File: src/rtl/mem_pkg.sv
// Shared encodings for the memory arbiter: FSM states, write-size codes and the
// default MMIO window base.
package mem_pkg;

   typedef enum logic [2:0] {
      IDLE     = 3'd0,
      RD_WAIT1 = 3'd1,
      RD_WAIT2 = 3'd2,
      WR_WAIT  = 3'd3,
      VGA_WR   = 3'd4,
      RESP     = 3'd5
   } mem_state_e;

   localparam logic [1:0] WSIZE_READ = 2'b00;
   localparam logic [1:0] WSIZE_BYTE = 2'b01;
   localparam logic [1:0] WSIZE_HALF = 2'b10;
   localparam logic [1:0] WSIZE_WORD = 2'b11;

   localparam logic [31:0] MMIO_BASE_DEF = 32'h0002_0000;

   // Full-width unsigned compare; anything at or above the base is VGA text space.
   function automatic logic is_mmio(input logic [31:0] addr, input logic [31:0] base);
      return (addr >= base);
   endfunction

endpackage

File: src/rtl/rr_arbiter2.sv
// Two-way round-robin grant: a lone request wins outright, a tie goes to the
// requester that was not served last (last: 0 = core, 1 = loader).
module rr_arbiter2 (
   input  logic [1:0] req,
   input  logic       last,
   output logic [1:0] grant
);

   always_comb begin
      grant = 2'b00;
      case (req)
         2'b01:   grant = 2'b01;
         2'b10:   grant = 2'b10;
         2'b11:   grant = last ? 2'b01 : 2'b10;
         default: grant = 2'b00;
      endcase
   end

endmodule

File: src/rtl/mem_arbiter.sv
// Arbitrates core and loader accesses onto one memory port, diverting writes at
// or above MMIO_BASE to the VGA text buffer.
//
//  state    | meaning
//  ---------+-----------------------------------------------------------
//  IDLE     | wait for a request, arbitrate, latch addr/wsize/wdata
//  RD_WAIT1 | first memory read wait cycle
//  RD_WAIT2 | memory read data valid, captured on leaving
//  WR_WAIT  | write mode driven, wait for mem_done/mem_error or timeout
//  VGA_WR   | single-cycle write into the VGA text buffer
//  RESP     | pulse done/err to the owner, then back to IDLE
module mem_arbiter
   import mem_pkg::*;
#(
   parameter int unsigned WORD_SIZE  = 32,
   parameter logic [31:0] MMIO_BASE  = MMIO_BASE_DEF,
   parameter int unsigned WR_TIMEOUT = 16
) (
   input  logic                 clk,
   input  logic                 rst,
   input  logic                 c_req,
   input  logic [WORD_SIZE-1:0] c_addr,
   input  logic [1:0]           c_wsize,
   input  logic [WORD_SIZE-1:0] c_wdata,
   output logic                 c_grant,
   output logic                 c_done,
   output logic                 c_err,
   output logic [WORD_SIZE-1:0] c_rdata,
   input  logic                 l_req,
   input  logic [WORD_SIZE-1:0] l_addr,
   input  logic [1:0]           l_wsize,
   input  logic [WORD_SIZE-1:0] l_wdata,
   output logic                 l_grant,
   output logic                 l_done,
   output logic                 l_err,
   output logic [WORD_SIZE-1:0] l_rdata,
   output logic [31:0]          mem_address,
   output logic [1:0]           mem_write_mode,
   output logic [31:0]          mem_write_word,
   input  logic [31:0]          mem_word_output,
   input  logic                 mem_done,
   input  logic                 mem_error,
   output logic                 vga_write_en,
   output logic [12:0]          vga_write_address,
   output logic [WORD_SIZE-1:0] vga_input_data
);

   localparam int unsigned      TMR_W    = $clog2(WR_TIMEOUT + 1);
   localparam logic [TMR_W-1:0] TMR_LOAD = TMR_W'(WR_TIMEOUT - 1);
   localparam logic [TMR_W-1:0] TMR_ONE  = TMR_W'(1);

   mem_state_e           state_q;
   logic                 owner_q;
   logic                 last_q;
   logic                 resp_err_q;
   logic [TMR_W-1:0]     tmr_q;
   logic [31:0]          mem_addr_q;
   logic [1:0]           mode_q;
   logic [31:0]          wword_q;
   logic [WORD_SIZE-1:0] wdata_q;
   logic                 c_grant_q, l_grant_q;
   logic                 c_done_q, l_done_q;
   logic                 c_err_q, l_err_q;
   logic [WORD_SIZE-1:0] c_rdata_q, l_rdata_q;
   logic                 vga_en_q;
   logic [12:0]          vga_addr_q;
   logic [WORD_SIZE-1:0] vga_data_q;

   logic [1:0]           req_vec;
   logic [1:0]           arb_grant;
   logic                 sel_l;
   logic [WORD_SIZE-1:0] sel_addr;
   logic [WORD_SIZE-1:0] sel_wdata;
   logic [1:0]           sel_wsize;
   logic                 sel_mmio;

   assign req_vec = {l_req, c_req};

   rr_arbiter2 u_rr (
      .req   (req_vec),
      .last  (last_q),
      .grant (arb_grant)
   );

   assign sel_l     = arb_grant[1];
   assign sel_addr  = sel_l ? l_addr  : c_addr;
   assign sel_wdata = sel_l ? l_wdata : c_wdata;
   assign sel_wsize = sel_l ? l_wsize : c_wsize;
   assign sel_mmio  = is_mmio(32'(sel_addr), MMIO_BASE);

   always_ff @(posedge clk or negedge rst) begin
      if (!rst) begin
         state_q    <= IDLE;
         owner_q    <= 1'b0;
         last_q     <= 1'b1;
         resp_err_q <= 1'b0;
         tmr_q      <= '0;
         mem_addr_q <= '0;
         mode_q     <= WSIZE_READ;
         wword_q    <= '0;
         wdata_q    <= '0;
         c_grant_q  <= 1'b0;
         l_grant_q  <= 1'b0;
         c_done_q   <= 1'b0;
         l_done_q   <= 1'b0;
         c_err_q    <= 1'b0;
         l_err_q    <= 1'b0;
         c_rdata_q  <= '0;
         l_rdata_q  <= '0;
         vga_en_q   <= 1'b0;
         vga_addr_q <= '0;
         vga_data_q <= '0;
      end else begin
         c_grant_q <= 1'b0;
         l_grant_q <= 1'b0;
         c_done_q  <= 1'b0;
         l_done_q  <= 1'b0;
         c_err_q   <= 1'b0;
         l_err_q   <= 1'b0;
         vga_en_q  <= 1'b0;
         case (state_q)
            IDLE: begin
               if (|arb_grant) begin
                  owner_q    <= sel_l;
                  last_q     <= sel_l;
                  c_grant_q  <= ~sel_l;
                  l_grant_q  <= sel_l;
                  mem_addr_q <= 32'(sel_addr);
                  wdata_q    <= sel_wdata;
                  resp_err_q <= 1'b0;
                  if (sel_wsize == WSIZE_READ) begin
                     if (sel_mmio) begin
                        // MMIO space is write-only: answer at once with an error
                        resp_err_q <= 1'b1;
                        if (sel_l) l_rdata_q <= '0;
                        else       c_rdata_q <= '0;
                        state_q <= RESP;
                     end else begin
                        state_q <= RD_WAIT1;
                     end
                  end else if (sel_mmio) begin
                     state_q <= VGA_WR;
                  end else begin
                     mode_q  <= sel_wsize;
                     wword_q <= 32'(sel_wdata);
                     tmr_q   <= TMR_LOAD;
                     state_q <= WR_WAIT;
                  end
               end
            end
            RD_WAIT1: state_q <= RD_WAIT2;
            RD_WAIT2: begin
               if (owner_q) l_rdata_q <= WORD_SIZE'(mem_word_output);
               else         c_rdata_q <= WORD_SIZE'(mem_word_output);
               state_q <= RESP;
            end
            WR_WAIT: begin
               if (mem_error || mem_done || tmr_q == '0) begin
                  // error wins over done; an expired timer also counts as error
                  resp_err_q <= mem_error || !mem_done;
                  mode_q     <= WSIZE_READ;
                  state_q    <= RESP;
               end else begin
                  tmr_q <= tmr_q - TMR_ONE;
               end
            end
            VGA_WR: begin
               vga_en_q   <= 1'b1;
               vga_addr_q <= mem_addr_q[12:0];
               vga_data_q <= wdata_q;
               state_q    <= RESP;
            end
            RESP: begin
               c_done_q <= ~owner_q;
               l_done_q <= owner_q;
               c_err_q  <= ~owner_q & resp_err_q;
               l_err_q  <= owner_q & resp_err_q;
               state_q  <= IDLE;
            end
            default: begin
               mode_q  <= WSIZE_READ;
               state_q <= IDLE;
            end
         endcase
      end
   end

   assign c_grant           = c_grant_q;
   assign l_grant           = l_grant_q;
   assign c_done            = c_done_q;
   assign l_done            = l_done_q;
   assign c_err             = c_err_q;
   assign l_err             = l_err_q;
   assign c_rdata           = c_rdata_q;
   assign l_rdata           = l_rdata_q;
   assign mem_address       = mem_addr_q;
   assign mem_write_mode    = mode_q;
   assign mem_write_word    = wword_q;
   assign vga_write_en      = vga_en_q;
   assign vga_write_address = vga_addr_q;
   assign vga_input_data    = vga_data_q;

endmodule

File: config.mk
export PLATFORM = sky130hd
export DESIGN_NAME = mem_arbiter
export DESIGN_NICKNAME = d
export VERILOG_FILES = /design/src/rtl/mem_pkg.sv /design/src/rtl/rr_arbiter2.sv /design/src/rtl/mem_arbiter.sv
export SDC_FILE = /design/constraint.sdc
export NUM_CORES = 1
export LEC_CHECK = 0
export CAP_MARGIN = 10
export CORE_UTILIZATION = 43
export CTS_CLUSTER_SIZE = 24
export DETAILED_ROUTE_END_ITERATION = 10
export GPL_TIMING_DRIVEN = 0
export MAX_ROUTING_LAYER = met4
export PLACE_DENSITY_LB_ADDON = 0.2
export SYNTH_ARGS = -nofsm -noshare
export SYNTH_HDL_FRONTEND = slang
export SYNTH_SLANG_ARGS = --single-unit
File: constraint.sdc
create_clock -name clk -period 2.9 [get_ports clk]
set_input_delay 0.87 -clock clk [delete_from_list [all_inputs] [get_ports clk]]
set_output_delay 0.87 -clock clk [all_outputs]
set_load 0.02 [all_outputs]
==> flow_summary_export.csv <==
group,metric,value,unit
outcome,status,"finished clean",
yosys,synth_ff_type,"dfrtp_1",
drt,vias,7850,
placed_design,placedCellCount,1473,
yosys,ys_seq_area_share,59.63,%
global_route,grt-ovfl-total,0,
yosys,synth_cells,845,
yosys,synth_area,0.009444,mm2
sta,fin_crit,2.729,ns
yosys,synth_top_family_by_area,"multiplexers",
cts,cts_buffers,24,
placed_design,portBuffers,351,
yosys,synth_compound_area_share,12.49,%
worst_setup_path,startpoint_type,"input pin",
sta,finalMaxSlewViolations,0,
drt,drtAntennaViolNets,0,
cells_and_area,final-instance-count-excl-fill,1516,
global_route,grt_use_met3,5.485,%
cells_and_area,drive_gt1_share,10.81,%
sta,fin_crit_sh,94.09,%
yosys,avgSynthCellArea,11.18,um2
yosys,synth.mux.area_fraction,13.35,%
sta,worst_pin_slew,0.8049,ns
die,fp-row-count,53,
yosys,synth_xor_area_share,0.09274,%
placed_design,pre_cts_ws,-0.4363,ns
power_and_ir_drop,internal_power,9.540,mW
global_route,grt_pass1_wl,43100,um
drt,wl_per_cell,18.48,um
sta,fin_ws,0.1715,ns
drt,drc,0,
drt,drt_iter0_drc,336,
cts,cts_hold_buf,0,
drt,vias_per_cell,5.178,
power_and_ir_drop,p_sw,5.240,mW
power_and_ir_drop,combPwrFrac,43.3,%
yosys,ys_seq_elements,225,
power_and_ir_drop,p_total,14.78,mW
die,die_y,150.2,um
drt,first_pass_iters,4,
power_and_ir_drop,p_seq_share,33.9,%
sta,hold_viol,0,
yosys,synth-simple-area-share,9.446,%
cts,ctsResizeCount,0,
yosys,synthAdderAreaFrac,0.2650,%
cts,clk_latency,0.52,ns
global_route,use_met2,42.36,%
power_and_ir_drop,p_sw_share,35.45,%
yosys,synth_nets,1017,
power_and_ir_drop,leakagePower,6.224,nW
global_route,grt_pass1_vias,7849,
sta,finClkSkew,0.01642,ns
global_route,grtUsageTotal,25.23,%
worst_setup_path,crit_required,3.28,ns
yosys,synthDistinctLibCells,50,
cts,cts.sinks,225,
placed_design,gp_congestion,0.8932,
die,io_pins,352,
cts,clock-root-buffer,"clkbuf_16",
yosys,ys_warn_count,0,
sta,rsz0062_at_grt,"false",
sta,holdWs,0.2810,ns
sta,setup_viol,0,
worst_setup_path,crit_type,"in -> reg",
cts,clkTransAtPathRegs,0.06,ns
placed_design,place_hpwl,20820,um
die,dieArea,0.02256,mm2
cts,cts_setup_buffers,0,
yosys,async_flop_share,100.0,%
global_route,antenna_found_initial,1,
sta,slew_headroom,46.34,%
power_and_ir_drop,powerDensity,1036,mW/mm2
cts,cts_htree_levels,1,
cells_and_area,finalNetCount,1396,
global_route,grt_max_degree,90,
power_and_ir_drop,ir_drop,0.4360,mV
sta,max_freq,366.5,MHz
global_route,use_met1,30.43,%
worst_setup_path,cp_data_arrival_time,3.11,ns
min_path,min_path_type,"in -> async",
power_and_ir_drop,p_clk_share,22.8,%
worst_setup_path,end_kind,"register",
die,chipWidth,150.2,um
job,drv_cap,0,
die,start_util,44.37,%
die,core_area,0.02129,mm2
cts,cts_buffer_depth,3,
global_route,busiest_layer,"met2",
cts,cts_tree,"built",
cells_and_area,syn_to_final_growth,51.07,%
yosys,synth_edf_count,0,
drt,wl,28010,um
worst_setup_path,path_max_fanout,10,
## sequential cells by signal, summed over array words and instances, names as in the netlist, 2 cells and up
signal and flops:
vga_input_data 32, mem_write_mode 2, mem_write_word 32, mem_address 32, l_rdata 32, tmr_q 5
wdata_q 32, c_rdata 32, state_q 3, vga_write_address 13
## cells in the mapped netlist, drive strengths merged, types with 4 or more instances
cell type | count | area share [%]
dfrtp | 224 | 59
nand2 | 138 | 5.5
o21ai | 104 | 5.5
mux2i | 69 | 7.3
mux2 | 50 | 6.0
nor2 | 43 | 1.7
inv | 36 | 1.4
buf | 34 | 2.2
a31oi | 33 | 2.2
a22o | 32 | 3.0
clkbuf | 26 | 1.1
a21oi | 7 | 0.41
nor4 | 7 | 0.60
a21boi | 4 | 0.44
## power groups by stage
stage	clock network, mW	registers (mW)	logic, mW
floorplan	0	6.08	2.37
global placement	0	5.01	6.30
detailed placement	0	5.06	6.41
CTS	3.43	5.02	6.44
global route	3.57	5.16	6.85
finish	3.37	5.01	6.39
## final timing paths
check | start | end | slack (ns) | cells past startpoint
max | c_addr[24] | tmr_q[1] | 0.17 | 7
min | rst | l_rdata[28] | 0.28 | 1
max reg2reg | last_q | wdata_q[26] | 0.56 | 6
min reg2reg | last_q | last_q | 0.47 | 2
max in group asynchronous | rst | vga_input_data[18] | 1.42 | 3
min in group clk | last_q | last_q | 0.47 | 2
## cells in the final DEF (no fill, tap or decap), types with 5 or more instances in the layout
cell / count
dfrtp_1: 224
mux2_2: 47
clkbuf_8: 5
bufinv_16: 5
clkbuf_1: 24
o21ai_1: 46
buf_1: 5
o21ai_0: 58
buf_6: 7
buf_2: 18
a21oi_1: 6
clkbuf_16: 25
nor2_1: 43
mux2i_1: 69
a31oi_1: 33
nand2_1: 138
a22o_1: 32
inv_1: 36
clkdlybuf4s50_1: 350
## area by class of cell
type                    count  area [um2]
clock inverters            10       177.7
repair buffers            353        3573
inverters                  36       135.1
plain buffers              60       320.3
fillers                  1644        7019
clock buffers              32       701.9
multi-input cells         524        3381
well taps                 275       344.1
flip-flops and latches    225        5632
diodes                      1       2.502
## logic make-up after synthesis
logic type      Yosys count
flops                   225
simple gates            212
compound gates          190
mux                     119
buf+inv                  96
fa+ha+maj                 2
xor+xnor                  1
## through the flow
stage               TNS [ns]  cell area [um2]  util, %
floorplan                  0             9444        -
global placement    -1968.20            13300    62.49
detailed placement    -39.58            13360    62.77
CTS                        0            14240    66.90
global route               0            14270    67.03
finish                     0            14270    67.03
## worst max-delay path, stage by stage
cell	delay, ns
clkdlybuf4s50_1	0.49
nor4_2	0.35
nand4_1	0.25
mux2_4	0.37
buf_2	0.21
o21ai_1	0.21
mux2_1	0.35
## per-layer routing
layer	vias up	share of wire (%)
met3	45	8.4
met5	-	0
li1	3689	-
met1	3824	40
met4	0	2.4
met2	292	49
No activity file was read; power rests on OpenSTA's default activity.
